**src/rtl/serial_adder_ctrl_if.sv**
```systemverilog
// Operand/result bundle for the bit-serial adder: start/busy/done framing plus operands and result.
interface serial_adder_ctrl_if #(
    parameter int WIDTH = 8
);
    logic             start;
    logic [WIDTH-1:0] a;
    logic [WIDTH-1:0] b;
    logic             c_in;
    logic             busy;
    logic             done;
    logic [WIDTH-1:0] sum;
    logic             c_out;

    modport master (
        output start, a, b, c_in,
        input  busy, done, sum, c_out
    );

    modport slave (
        input  start, a, b, c_in,
        output busy, done, sum, c_out
    );
endinterface

```
**src/rtl/serial_adder_ctrl.sv**
```systemverilog
// Bit-serial adder: one full-adder cell reused over WIDTH cycles; result WIDTH cycles after start.
// No backpressure: start is sampled only in IDLE and ignored while busy or done.
module adder_logic_1_bit (
    input  logic a,
    input  logic b,
    input  logic c_in,
    output logic c_out,
    output logic sum
);
    assign sum   = a ^ b ^ c_in;
    assign c_out = (a & b) | (c_in & (a ^ b));
endmodule

module serial_adder_ctrl #(
    parameter int WIDTH = 8
) (
    input  logic               clk,
    input  logic               rst_n,
    serial_adder_ctrl_if.slave bus
);
    localparam int            CW   = $clog2(WIDTH + 1);
    localparam logic [CW-1:0] LAST = CW'(WIDTH - 1);

    typedef enum logic [1:0] {IDLE, RUN, DONE} state_t;

    state_t           state_q, state_d;
    logic [WIDTH-1:0] sh_a_q, sh_a_d;
    logic [WIDTH-1:0] sh_b_q, sh_b_d;
    logic [WIDTH-1:0] sh_s_q, sh_s_d;
    logic [WIDTH-1:0] sum_q, sum_d;
    logic             carry_q, carry_d;
    logic             cout_q, cout_d;
    logic [CW-1:0]    cnt_q, cnt_d;
    logic             cell_sum, cell_cout;

    adder_logic_1_bit u_cell (
        .a     (sh_a_q[0]),
        .b     (sh_b_q[0]),
        .c_in  (carry_q),
        .c_out (cell_cout),
        .sum   (cell_sum)
    );

    always_ff @(posedge clk or negedge rst_n) begin
        if (!rst_n) begin
            state_q <= IDLE;
            sh_a_q  <= '0;
            sh_b_q  <= '0;
            sh_s_q  <= '0;
            sum_q   <= '0;
            carry_q <= 1'b0;
            cout_q  <= 1'b0;
            cnt_q   <= '0;
        end else begin
            state_q <= state_d;
            sh_a_q  <= sh_a_d;
            sh_b_q  <= sh_b_d;
            sh_s_q  <= sh_s_d;
            sum_q   <= sum_d;
            carry_q <= carry_d;
            cout_q  <= cout_d;
            cnt_q   <= cnt_d;
        end
    end

    always_comb begin
        state_d = state_q;
        sh_a_d  = sh_a_q;
        sh_b_d  = sh_b_q;
        sh_s_d  = sh_s_q;
        sum_d   = sum_q;
        carry_d = carry_q;
        cout_d  = cout_q;
        cnt_d   = cnt_q;
        case (state_q)
            IDLE: begin
                if (bus.start) begin
                    sh_a_d  = bus.a;
                    sh_b_d  = bus.b;
                    sh_s_d  = '0;
                    carry_d = bus.c_in;
                    cnt_d   = '0;
                    state_d = RUN;
                end
            end
            RUN: begin
                sh_a_d  = sh_a_q >> 1;
                sh_b_d  = sh_b_q >> 1;
                // Sum bits enter at the MSB so after WIDTH shifts bit 0 lands at the LSB.
                sh_s_d  = (sh_s_q >> 1) | (WIDTH'(cell_sum) << (WIDTH - 1));
                carry_d = cell_cout;
                cnt_d   = cnt_q + CW'(1);
                if (cnt_q == LAST) begin
                    sum_d   = sh_s_d;
                    cout_d  = cell_cout;
                    state_d = DONE;
                end
            end
            DONE:    state_d = IDLE;
            default: state_d = IDLE;
        endcase
    end

    assign bus.busy  = (state_q == RUN);
    assign bus.done  = (state_q == DONE);
    assign bus.sum   = sum_q;
    assign bus.c_out = cout_q;
endmodule

```
**src/flat_wrapper.sv**
```systemverilog
// flat-port wrapper written by rule: the top's interface ports become plain ports
module serial_adder_ctrl_flat 
#(
    parameter int WIDTH = 8
)
  (clk, rst_n, bus_start, bus_a, bus_b, bus_c_in, bus_busy, bus_done, bus_sum, bus_c_out);
  serial_adder_ctrl_if #(.WIDTH(WIDTH)) bus_i ();
  input  logic clk;
  input  logic rst_n;
  input wire logic [$bits(bus_i.start)-1:0] bus_start;
  input wire logic [$bits(bus_i.a)-1:0] bus_a;
  input wire logic [$bits(bus_i.b)-1:0] bus_b;
  input wire logic [$bits(bus_i.c_in)-1:0] bus_c_in;
  output wire logic [$bits(bus_i.busy)-1:0] bus_busy;
  output wire logic [$bits(bus_i.done)-1:0] bus_done;
  output wire logic [$bits(bus_i.sum)-1:0] bus_sum;
  output wire logic [$bits(bus_i.c_out)-1:0] bus_c_out;
  assign bus_i.start = bus_start;
  assign bus_i.a = bus_a;
  assign bus_i.b = bus_b;
  assign bus_i.c_in = bus_c_in;
  assign bus_busy = bus_i.busy;
  assign bus_done = bus_i.done;
  assign bus_sum = bus_i.sum;
  assign bus_c_out = bus_i.c_out;
  serial_adder_ctrl #(.WIDTH(WIDTH)) u_core (.clk(clk), .rst_n(rst_n), .bus(bus_i));
endmodule
```
**config.mk**
```make
export PLATFORM = sky130hd
export DESIGN_NAME = serial_adder_ctrl_flat
export DESIGN_NICKNAME = d
export VERILOG_FILES = /design/src/rtl/serial_adder_ctrl_if.sv /design/src/rtl/serial_adder_ctrl.sv /design/src/flat_wrapper.sv
export SDC_FILE = /design/constraint.sdc
export NUM_CORES = 1
export LEC_CHECK = 0
export CORE_UTILIZATION = 54
export CTS_CLUSTER_DIAMETER = 100
export CTS_CLUSTER_SIZE = 16
export DETAILED_ROUTE_END_ITERATION = 10
export HOLD_SLACK_MARGIN = 0.1
export PLACE_DENSITY = 0.88
export SYNTH_ARGS = -nofsm -noshare
export SYNTH_HDL_FRONTEND = slang
export SYNTH_SLANG_ARGS = --single-unit
export TNS_END_PERCENT = 10
```
**constraint.sdc**
```tcl
create_clock -name clk -period 3.7 [get_ports clk]
set_input_delay 0.74 -clock clk [delete_from_list [all_inputs] [get_ports clk]]
set_output_delay 0.74 -clock clk [all_outputs]
set_load 0.05 [all_outputs]
```
==> results.txt <==
RSZ-0062 raised after global routing -> false
period utilization -> 0.818
Die ar. -> 3240 um^2
DR iter-0 viols -> 31
Rows -> 19
CTS resizes -> 0
worst slew pin tran -> 0.841 ns
ant diodes -> 0
PD cells -> 928 nW/um^2
max-cap violations -> 0
Top Family by Delay on Critical Path -> buffers and inverters
Core Region -> 2810 um^2
Top-Level Pins -> 31
post-route ant nets -> 0
worst-skew pair later-pin latency -> 0.36 ns
ys flop type -> dfrtp_1
CP Max Fanout -> 31
ys async rst share -> 1.00
Worst setup startpoint -> u_core.state_q[1]
violated checks -> DRC
capture point of the worst reg-to-reg path -> u_core.bus.sum[4]
Setup violations, final -> 0
count leader, synth -> dfrtp_1
Leak -> 0.910 nW
Seq pwr share -> 0.399
largest net degree at the start of global routing -> 40
DP HPWL -> 1920 um
crit start category -> flop
via density per instance -> 5.64
reg2reg path depth -> 3
GPL Wtd Cong -> 0.764
Hold Fails Final Rpt -> 0
Crit Path Category -> flop to output port
vias in the first global route -> 1210
syn_area_per_cell -> 10.8 um^2
Die H -> 56.9 um
Setup TNS Final -> 0 ns
Vias -> 1190
fill count -> 209
Net Sw Frac -> 0.394
root buffer cell -> clkbuf_4
Worst EP required -> 2.96 ns
Hold Crit Class -> input pin to async pin
FF-to-FF Start -> u_core.state_q[1]
Initial Util -> 0.580
Int Pwr -> 1.13 mW
critical path's slowest cell -> clkdlybuf4s50_1
CP Cell Sequence -> nand2b_4, inv_1, clkdlybuf4s50_1
fmax -> 0.330 GHz
DRT Pass-1 Iters -> 7
share of layout cells above drive strength 1 -> 0.117
Rel. slew slack -> 0.439
netlist area before placement -> 1630 um^2
Congestion Overflow GR -> 0
setup bufs post-CTS -> 0
Switch Pwr -> 0.733 mW
Yosys reg bits -> 39
Residual DRC -> 2
Worst Path Buf+Inv -> 2
WL/cell -> 14.1 um
CTS Buffer Depth -> 2
r2r setup slk -> 1.98 ns
P&R area growth vs syn -> 23.1%
clock sinks -> 39
status -> finished, violations left
Post-synth top cells -> dfrtp_1, nor2_1, nand2_1
cts hold-fix bufs -> 0
CTS Buf Count -> 5
# port buffers -> 30
Syn Inst Count -> 151
clock group share of total power -> 0.189
CP endpoint kind -> output port
Chip Width -> 56.9 um
Tmin final -> 3.03 ns
Seq/Total Area, Yosys -> 0.600
number of synthesized flops with an enable pin -> 0
cell taking the most area after synthesis -> dfrtp_1
Comb pwr share -> 0.412
Unique masters post-synth -> 23
initial antenna violation count -> 0
Max H-tree Level -> 2
Synth top area share -> 0.600
total power -> 1.86 mW
CTS clk-pin slew, worst paths -> 0.12 ns
GRT Util Overall -> 0.213
syn_nets -> 173
synth warn -> 0
critical path arrival -> 2.29 ns
first-pass GRT wire length -> 5100 um
delay of the slowest critical-path stage -> 0.87 ns
Max Slew Vio Count -> 0
ranking of synthesized cells by area -> dfrtp_1, nor2_1, mux2_2, o22ai_1, nand2_1
highest ir drop seen on vdd -> 0.000526 V
skew final -> 0.0146 ns
Routed WL -> 2970 um
CTS tree -> done
Layout Nets -> 201
worst reg2reg max path, cell delays in order (launching register included):
cell      delay [ns]
dfrtp_1         0.41
nand2b_4        0.30
nor3_4          0.50
mux2_2          0.40
cell usage in the layout (no fill, tap or decap):
cell,instances
dfrtp_1,39
nor2_1,30
clkdlybuf4s50_1,29
nand2_1,19
o22ai_1,15
nand3_1,11
mux2_2,9
o21ai_0,5
clkbuf_4,5
inv_1,3
bufinv_16,2
nand2b_4,1
and2b_1,1
nor3_4,1
or3b_2,1
o21ba_2,1
nand4_1,1
mux2i_1,1
nor3b_1,1
a21o_1,1
fa_1,1
ha_1,1
clkbuf_1,1
buf_2,1
cells by family after synthesis:
logic type | Yosys count | synth area share
buf+inv | 12 | 0.0438
compound gates | 22 | 0.0838
fa+ha+maj | 2 | 0.0200
flops | 39 | 0.600
simple gates | 66 | 0.184
mux | 10 | 0.0685
layout make-up:
class | count | area [um^2] | area share
Sequential cell | 39 | 976 | 0.488
Clock inverter | 2 | 60.1 | 0.0300
Tap cell | 31 | 38.8 | 0.0194
Multi-Input combinational cell | 100 | 579 | 0.289
Timing Repair Buffer | 30 | 295 | 0.147
Clock buffer | 6 | 41.3 | 0.0206
Inverter | 3 | 11.3 | 0.00563
worst max-delay path by stage:
stage / cells past startpoint / end / slack [ns]
2_1_floorplan: 3 / bus_busy / 1.76
3_3_place_gp: 3 / bus_busy / 1.13
3_5_place_dp: 3 / bus_busy / 1.09
4_1_cts: 3 / bus_busy / 0.68
5_1_grt: 3 / bus_busy / 0.56
6_report: 3 / bus_busy / 0.67
through the flow:
step | utilization | worst slack (ns) | cell area [um^2] | instances | hold slack, ns
after global placement | 0.678 | 1.13 | 1900 | 203 | 0.476
after floorplan | - | 1.76 | 1630 | 151 | 0.444
after detailed placement | 0.678 | 1.09 | 1900 | 203 | 0.477
final | 0.714 | 0.674 | 2000 | 211 | 0.477
after CTS | 0.714 | 0.676 | 2000 | 211 | 0.500
after global routing | 0.714 | 0.565 | 2000 | 211 | 0.521
power by group through the flow:
stage	registers (mW)	logic, mW	clock network [mW]
final	0.741	0.766	0.352
after global routing	0.764	0.833	0.371
after CTS	0.738	0.771	0.357
after detailed placement	0.746	0.765	0
after global placement	0.735	0.734	0
after floorplan	0.871	0.433	0
metal layers:
layer / up-vias / wire length, um / GRT usage / share of wire
li1: 566 / - / - / -
met2: 34 / 1500 / 0.348 / 0.51
met4: 0 / 68 / 0.129 / 0.023
met1: 582 / 1250 / 0.252 / 0.42
met5: - / 0 / 0 / 0
met3: 8 / 146 / 0.0530 / 0.049
flip-flops by register name, indices dropped and copies added (netlist names):
name / flops
u_core.bus.sum: 8
u_core.carry_q: 1
u_core.cnt_q: 4
u_core.bus.c_out: 1
u_core.sh_b_q: 8
u_core.sh_s_q: 7
u_core.sh_a_q: 8
u_core.state_q: 2
Note: power is estimated with default switching activity, not from simulation.
